File: src/rtl/memory_unit_pkg.sv
// ============================================================================
// memory_unit_pkg : shared CPU definitions for the memory stage
// Revision 1.0 : initial release
// ============================================================================
`default_nettype none

package memory_unit_pkg;

    localparam logic [31:0] NOP = 32'hF000_0000;

    typedef enum logic [0:0] {
        ST_IDLE = 1'b0,
        ST_WAIT = 1'b1
    } mem_state_e;

    typedef enum logic [1:0] {
        CLS_ALU  = 2'd0,
        CLS_MEM  = 2'd1,
        CLS_BR   = 2'd2,
        CLS_NONE = 2'd3
    } op_class_e;

    function automatic op_class_e op_class(input logic [6:0] opcode);
        op_class_e cls;
        cls = CLS_NONE;
        if (opcode[6:5] == 2'b11 || opcode[6:3] == 4'b1000) begin
            cls = CLS_MEM;
        end else if (opcode[6:3] == 4'b1001) begin
            cls = CLS_BR;
        end else if (!opcode[6] && opcode[5:4] != 2'b10) begin
            cls = CLS_ALU;
        end
        return cls;
    endfunction

    function automatic logic is_bubble(input logic [31:0] instr);
        return instr[31:28] == 4'hF;
    endfunction

endpackage

`default_nettype wire

File: src/rtl/memory_unit_pipeline.sv
// ============================================================================
// pipeline_unit : instruction and epoch register between execute and memory
// Revision 1.0 : initial release
// ============================================================================
`default_nettype none

module pipeline_unit
    import memory_unit_pkg::*;
(
    input  logic        clk,
    input  logic        rst_n,
    input  logic        sel_stall,
    input  logic        flush,
    input  logic [31:0] instr_in,
    input  logic        branch_in,
    output logic [31:0] instr_out,
    output logic        branch_out
);

    logic [31:0] instr_q, instr_d;
    logic        branch_q, branch_d;

    // A flush overrides the stall but keeps the epoch of the dropped instruction
    always_comb begin
        instr_d  = instr_q;
        branch_d = branch_q;
        if (flush) begin
            instr_d = NOP;
        end else if (!sel_stall) begin
            instr_d  = instr_in;
            branch_d = branch_in;
        end
    end

    always_ff @(posedge clk or negedge rst_n) begin
        if (!rst_n) begin
            instr_q  <= NOP;
            branch_q <= 1'b0;
        end else begin
            instr_q  <= instr_d;
            branch_q <= branch_d;
        end
    end

    assign instr_out  = instr_q;
    assign branch_out = branch_q;

endmodule

`default_nettype wire

File: src/rtl/memory_unit.sv
// ============================================================================
// memory_unit : memory pipeline stage with data-memory handshake and stall
// Optional watchdog compiled in with MEM_TIMEOUT_EN (adds mem_err port)
// Revision 1.0 : initial release
// ============================================================================
`default_nettype none

module memory_unit
    import memory_unit_pkg::*;
(
    input  logic        clk,
    input  logic        rst_n,
    input  logic [31:0] instr_in,
    input  logic        branch_ref,
    input  logic        branch_in,
    input  logic        mem_ready,
    output logic        mem_req,
    output logic        mem_wr,
    output logic [3:0]  rd,
    output logic        rd_valid,
    output logic        sel_load,
    output logic        stall,
    output logic [31:0] instr_output,
    output logic        branch_value
`ifdef MEM_TIMEOUT_EN
   ,output logic        mem_err
`endif
);

    mem_state_e  state_q, state_d;
    logic [31:0] w_instr_next;
    logic [31:0] w_held;
    logic        w_next_mem;
    logic        w_timeout;
    logic        w_in_wait;
    op_class_e   w_held_cls;
    logic        w_held_bubble;
    logic        w_held_load;

    assign w_instr_next = (branch_in != branch_ref) ? NOP : instr_in;
    assign w_next_mem   = (op_class(w_instr_next[27:21]) == CLS_MEM) && !is_bubble(w_instr_next);
    assign w_in_wait    = (state_q == ST_WAIT);

`ifdef MEM_TIMEOUT_EN
    logic [3:0] cnt_q, cnt_d;

    assign w_timeout = w_in_wait && !mem_ready && (cnt_q == 4'd15);
    assign mem_err   = w_timeout;

    always_comb begin
        cnt_d = cnt_q;
        if (!stall && w_next_mem) begin
            cnt_d = 4'd0;
        end else if (w_in_wait && !mem_ready) begin
            cnt_d = cnt_q + 4'd1;
        end
    end

    always_ff @(posedge clk or negedge rst_n) begin
        if (!rst_n) begin
            cnt_q <= 4'd0;
        end else begin
            cnt_q <= cnt_d;
        end
    end
`else
    assign w_timeout = 1'b0;
`endif

    pipeline_unit u_pipe (
        .clk        (clk),
        .rst_n      (rst_n),
        .sel_stall  (stall),
        .flush      (w_timeout),
        .instr_in   (w_instr_next),
        .branch_in  (branch_in),
        .instr_out  (w_held),
        .branch_out (branch_value)
    );

    // Every capture edge re-decides the state, so back-to-back accesses stay in WAIT
    always_comb begin
        state_d = state_q;
        if (w_timeout) begin
            state_d = ST_IDLE;
        end else if (!stall) begin
            state_d = w_next_mem ? ST_WAIT : ST_IDLE;
        end
    end

    always_ff @(posedge clk or negedge rst_n) begin
        if (!rst_n) begin
            state_q <= ST_IDLE;
        end else begin
            state_q <= state_d;
        end
    end

    assign w_held_cls    = op_class(w_held[27:21]);
    assign w_held_bubble = is_bubble(w_held);
    assign w_held_load   = w_held[23];

    always_comb begin
        mem_req  = w_in_wait;
        mem_wr   = w_in_wait && !w_held_load;
        stall    = w_in_wait && !mem_ready;
        rd       = w_held_bubble ? 4'hF : w_held[15:12];
        rd_valid = 1'b0;
        sel_load = 1'b0;
        if (!w_held_bubble) begin
            if (w_held_cls == CLS_ALU) begin
                rd_valid = 1'b1;
            end else if (w_held_cls == CLS_MEM && w_held_load) begin
                sel_load = 1'b1;
                rd_valid = w_in_wait && mem_ready;
            end
        end
    end

    assign instr_output = w_held;

endmodule

`default_nettype wire
File: config.mk
export PLATFORM = sky130hd
export DESIGN_NAME = memory_unit
export DESIGN_NICKNAME = d
export VERILOG_FILES = /design/src/rtl/memory_unit_pkg.sv /design/src/rtl/memory_unit_pipeline.sv /design/src/rtl/memory_unit.sv
export SDC_FILE = /design/constraint.sdc
export NUM_CORES = 1
export LEC_CHECK = 0
export CAP_MARGIN = 20
export CORE_ASPECT_RATIO = 1.75
export CORE_MARGIN = 3
export CORE_UTILIZATION = 33
export DETAILED_ROUTE_END_ITERATION = 6
export PLACE_DENSITY = 0.82
export SLEW_MARGIN = 5
export SYNTH_ARGS = -nofsm -noshare
export SYNTH_HDL_FRONTEND = slang
export SYNTH_SLANG_ARGS = --single-unit
File: constraint.sdc
create_clock -name clk -period 1.17 [get_ports clk]
set_input_delay 0.234 -clock clk [delete_from_list [all_inputs] [get_ports clk]]
set_output_delay 0.234 -clock clk [all_outputs]
set_load 0.02 [all_outputs]
==> impl_metrics.yaml, run 1 <==
cts:
  numCtsBuffers: 5
  cts_root_buffer: "clkbuf_8"
  cts.sinks: 34
  tritoncts: "built"
  clk_path_buf_depth: 2
  clock_latency_ps: 280
  clk_pin_slew_worst_paths_ps: 70
  htree_levels: 2
yosys:
  yosysTopAreaCell: "dfrtp_1"
  synth_compound_area_frac: 0.225
  synth_cells: 99
  seq_area_frac_synth: 0.636
  synth-simple-area-share: 0.0847
  ys_ff_latch: 34
  avgSynthCellArea_um2: 13.6
  yosys_warnings: 0
  synth_adder_area_share: 0
  syn_area_mm2: 0.00135
  synth_top_family_by_area: "compound AO/OA/AOI/OAI gates"
  synth_mux_area_frac: 0
  synth_xor_area_frac: 0.00651
  yosys.area.top_type_share: 0.558
  syn_nets: 136
  yosys.cell_types.count: 19
  synth_top_cells_by_area: "dfrtp_1, a22o_1, dfstp_2"
hold_path:
  hold_path.class: "primary input to async pin"
timing:
  fin_ws_ps: -559
  fin_skew_ps: 6.85
  fin_setup_tns_ps: -5130
  tightest_slew_ps: 286
  setup_viol: 38
  rsz0062_at_grt: "yes"
  min_period_over_period: 1.48
  holdWs_ps: 327
  drv_slew: 0
  finalHoldViolCount: 0
  clock.fmax_ghz: 0.579
  period_needed_ps: 1730
  max-slew-margin-rel: 0.807
power:
  cellPowerDensity_mw_per_mm2: 1380
  switching_share: 0.304
  clkPwrFrac: 0.247
  p_seq_frac: 0.392
  leakage_nw: 1.27
  comb_power_share: 0.361
  ir_drop_v: 0.000894
  switching_power_w: 0.00108
  p_int_w: 0.00247
floorplanning:
  die-area_mm2: 0.00491
  rows: 30
  io_pins: 79
  floorplan.initialDensity: 0.345
  core-area_mm2: 0.00390
  die_h_um: 90.5
  die_w_um: 54.3
detailed_routing:
  wl_um: 4860
  drcViolationCount: 0
  drtAntennaViolNets: 0
  wl_per_cell_um: 18.6
  drtPass1Iterations: 4
  vias_per_cell: 5.16
  routed-via-count: 1347
  drt_iter0_markers: 18
worst_setup_path:
  setup.worst_path.start_class: "flop"
  worstPathArrival_ps: 1490
  critPathMaxFanout: 3
  cp.required_ps: 940
  crit_chain: "nand4_1 > buf_4 > and2_4 > buf_6"
  path_class: "flop to output port"
  critical_path_buf_inv_count: 2
  crit_path_end_kind: "output port"
  slowest_delay_ps: 550
  worst-r2r-setup-slack_ps: -110
  crit_family: "flip-flops"
  critPathSlowestCell: "dfstp_2"
placement:
  place_hpwl_um: 2890
  placed_area_mm2: 0.00227
  routabilityCongestion: 0.840
  io_buffers: 78
flow_run:
  cap_violations: 0
global_route:
  grt_max_degree: 35
  first_global_vias: 1494
  grt_pass1_wl_um: 7490
  grt_usage: 0.210
  overflow: 0
  antenna_found_initial: 0
status:
  status: "finished, violations left"
  violations: "setup timing"
layout:
  diodes: 0
  postLayoutCellArea_mm2: 0.00258
  drive_above_1_share: 0.484
  area_delta_synth_final_pct: 91.6
  nets: 249
[worst reg2reg max path: cells and delay by family, from the launching register on]
family                 cells  cell delay, ps
AO/OA/AOI/OAI              1             200
buffers and inverters      6             650
flip-flops                 1             370
[logic make-up after synthesis]
family,Yosys count
compound gates,36
xor+xnor,1
buf+inv,8
flops,34
simple gates,20
[stage by stage]
| step | setup slack, ps | power, W | cells | util |
|---|---|---|---|---|
| after floorplan | -150 | 0.00188 | 99 | - |
| after global placement | -724 | 0.00246 | 235 | 0.582 |
| after detailed placement | -775 | 0.00248 | 235 | 0.582 |
| after CTS | -514 | 0.00354 | 262 | 0.679 |
| after global routing | -630 | 0.00370 | 261 | 0.660 |
| final | -559 | 0.00354 | 261 | 0.660 |
[per-layer routing]
layer	vias up	routed length (um)	GRT usage
met5	-	0	0
met1	672	1650	0.230
li1	600	-	-
met3	14	257	0.0314
met4	0	178	0.110
met2	61	2780	0.365
[cells in the mapped netlist, drive strengths merged]
cell type and instances:
dfrtp 30, a22o 27, buf 7, nand2 6
nand2b 5, dfstp 4, o22a 4, nand4 3
o21ai 3, and2 2, nor2b 2, and4b 1
inv 1, nor2 1, o21ba 1, o22ai 1
xnor2 1
[flip-flops by register name, indices dropped and copies added, names as in the netlist]
signal and count:
u_pipe.instr_out 32, mem_req 1, u_pipe.branch_out 1
[layout make-up]
| type | instances | area [um2] |
|---|---|---|
| Clock inverter | 1 | 5.00 |
| Clock buffer | 7 | 86.3 |
| Fill cell | 291 | 1330 |
| Multi-Input combinational cell | 60 | 510 |
| Sequential cell | 34 | 858 |
| Tap cell | 48 | 60.1 |
| Timing Repair Buffer | 110 | 1050 |
| Inverter | 1 | 11.3 |
[layout by cell type (no fill, tap or decap)]
| master | n |
|---|---|
| nand4_1 | 3 |
| clkdlybuf4s50_1 | 33 |
| nand2b_1 | 1 |
| buf_6 | 35 |
| buf_2 | 23 |
| nand2_1 | 4 |
| o22a_1 | 4 |
| buf_16 | 1 |
| inv_8 | 1 |
| nor2b_4 | 1 |
| nor2_1 | 1 |
| o21ai_0 | 3 |
| clkbuf_1 | 1 |
| and2_4 | 5 |
| dfrtp_2 | 2 |
| o21ba_2 | 1 |
| and4b_2 | 1 |
| buf_8 | 1 |
| dfrtp_1 | 28 |
| nand2b_4 | 4 |
| clkdlybuf4s15_2 | 2 |
| nand2_2 | 1 |
| clkinv_2 | 1 |
| a22o_1 | 27 |
| buf_4 | 10 |
| buf_12 | 2 |
| dfstp_2 | 4 |
| clkbuf_8 | 6 |
| xnor2_2 | 1 |
| nand2_4 | 1 |
| nor2b_1 | 1 |
| dlygate4sd2_1 | 3 |
| o22ai_1 | 1 |
[power groups by stage]
stage	logic, W	registers (W)	clock network (W)
after floorplan	0.000317	0.00156	0
after global placement	0.00106	0.00140	0
after detailed placement	0.00108	0.00140	0
after CTS	0.00126	0.00139	0.000895
after global routing	0.00135	0.00140	0.000953
final	0.00128	0.00139	0.000875
[what timing repair did]
action / 4_1_cts / 5_1_grt
gates resized for setup: 218 / 33
cloned: 5 / 0
hold buffers: 0 / 0
pin swaps: 11 / 6
setup buffers: 14 / 6
setup endpoints to repair: 75 / 66
endpoints found under the hold margin: 0 / 0
[path summary, 6_finish.rpt]
check	from	to	depth (start not counted)
max in group asynchronous	rst_n	u_pipe.instr_out[30]	2
setup / recovery	u_pipe.instr_out[30]	rd_valid	4
hold reg to reg	u_pipe.branch_out	u_pipe.branch_out	2
min in group clk	branch_in	u_pipe.branch_out	3
hold / removal	rst_n	u_pipe.instr_out[12]	2
setup reg to reg	u_pipe.instr_out[31]	u_pipe.instr_out[31]	7
(Power assumes the default switching activity.)
==> run 2: changes to the inputs <==
GPL_TIMING_DRIVEN = 0   (was not set)
==> impl_metrics.yaml, run 2 (same netlist as run 1, synthesis figures left out) <==
status:
  status: "finished, violations left"
  violations: "setup timing"
layout:
  final_util: 0.616
  diodes: 0
  mostFrequentLayoutCell: "clkdlybuf4s50_1"
  most-common-layout-cells: "clkdlybuf4s50_1, buf_6, dfrtp_1"
  nets: 242
  area_delta_synth_final_pct: 78.8
  largest_register_ffs: 32
  n_fill_cell: 351
  drive_above_1_share: 0.437
timing:
  tightest_slew_ps: 716
  setup_viol: 38
  clock.fmax_ghz: 0.616
  fin_ws_ps: -453
  rsz0062_at_grt: "yes"
  finalHoldViolCount: 0
  period_needed_ps: 1620
  drv_slew: 0
  min_period_over_period: 1.39
  holdWs_ps: 6.41
  fin_skew_ps: 4.14
  max-slew-margin-rel: 0.523
power:
  leakage_nw: 1.19
  cellPowerDensity_mw_per_mm2: 1380
  ir_drop_v: 0.000974
global_route:
  grt_pass1_wl_um: 7010
  overflow: 0
  antenna_found_initial: 0
  grt_max_degree: 35
  grt_usage: 0.193
  first_global_vias: 1480
worst_setup_path:
  setup.worst_path.start_class: "flop"
  worstPathArrival_ps: 1390
  crit_path_end_kind: "output port"
  path_class: "flop to output port"
  critPathMaxFanout: 3
  cp.required_ps: 940
cts:
  cts_root_buffer: "clkbuf_8"
  htree_levels: 2
  clk_pin_slew_worst_paths_ps: 70
  tritoncts: "built"
  clock_latency_ps: 280
  cts_hold_buf: 0
  cts.sinks: 34
  clk_path_buf_depth: 2
  numCtsBuffers: 5
floorplanning:
  die_w_um: 54.3
  rows: 30
  die_h_um: 90.5
  core-area_mm2: 0.00390
  floorplan.initialDensity: 0.345
  io_pins: 79
  die-area_mm2: 0.00491
flow_run:
  cap_violations: 0
detailed_routing:
  routed-via-count: 1279
  wl_per_cell_um: 17.3
  drtAntennaViolNets: 0
  vias_per_cell: 5.04
  drt_iter0_markers: 15
  wl_um: 4410
  drcViolationCount: 0
  drtPass1Iterations: 4
placement:
  routabilityCongestion: 0.735
  place_hpwl_um: 2930
  io_buffers: 78
hold_path:
  hold_path.class: "primary input to async pin"
run 2: cell types whose count changed in the layout (fill, tap and decap cells not counted), sizes merged:
cell,delta
buf,-6
and2,-3
clkdlybuf4s15,+3
dlygate4sd2,-2
clkbuf,+1
clkinv,-1
dlymetal6s2s,+1
run 2: critical path: stages (launching register included):
cell and delay (ps):
dfstp_2 540, nand4_1 150, buf_4 180, and2_4 130, buf_6 120
run 2: area by class of cell:
cell class / count / area [um2] / share of cell area
repair buffers: 101 / 897 / 0.373
flip-flops and latches: 34 / 858 / 0.357
multi-input cells: 57 / 447 / 0.186
clock buffers: 8 / 80.1 / 0.0333
well taps: 48 / 60.1 / 0.0250
plain buffers: 5 / 56.3 / 0.0234
inverters: 1 / 6.26 / 0.00260
run 2: layer usage:
layer / wire length, um / global-route usage
met1: 1510 / 0.209
met2: 2560 / 0.347
met3: 228 / 0.0281
met4: 110 / 0.0811
met5: 0 / 0
run 2: worst paths after layout:
path,startpoint,endpoint,slack [ps],depth (start not counted)
max in group asynchronous,rst_n,mem_req,650,1
max,u_pipe.instr_out[31],rd_valid,-450,4
max reg2reg,mem_req,u_pipe.instr_out[3],-60,5
min in group clk,branch_in,u_pipe.branch_out,270,3
min reg2reg,u_pipe.branch_out,u_pipe.branch_out,480,2
min,rst_n,u_pipe.instr_out[9],6,1
run 2: where the power goes:
group | switching (W) | internal (W) | total, W
clock network | 0.000378 | 0.000422 | 0.000800
logic | 0.000538 | 0.000588 | 0.00113
registers | 0.0000870 | 0.00131 | 0.00140
total | 0.00100 | 0.00232 | 0.00333
run 2: per-stage QoR:
| step | cell area, um2 | power, W | worst slack, ps | TNS (ps) | cells |
|---|---|---|---|---|---|
| 6_report | 2400 | 0.00333 | -453 | -4940 | 254 |
| 3_3_place_gp | 2200 | 0.00241 | -965 | -44010 | 225 |
| 5_1_grt | 2400 | 0.00348 | -503 | -6330 | 254 |
| 2_1_floorplan | 1360 | 0.00188 | -150 | -2730 | 99 |
| 4_1_cts | 2430 | 0.00334 | -445 | -6080 | 250 |
| 3_5_place_dp | 2190 | 0.00244 | -955 | -20360 | 225 |
run 2: timing repair:
| item | 4_1_cts | 5_1_grt |
|---|---|---|
| setup endpoints to repair | 71 | 57 |
| pin swaps | 4 | 4 |
| gates resized for setup | 196 | 21 |
| gates cloned | 3 | 0 |
| setup buffers | 15 | 6 |
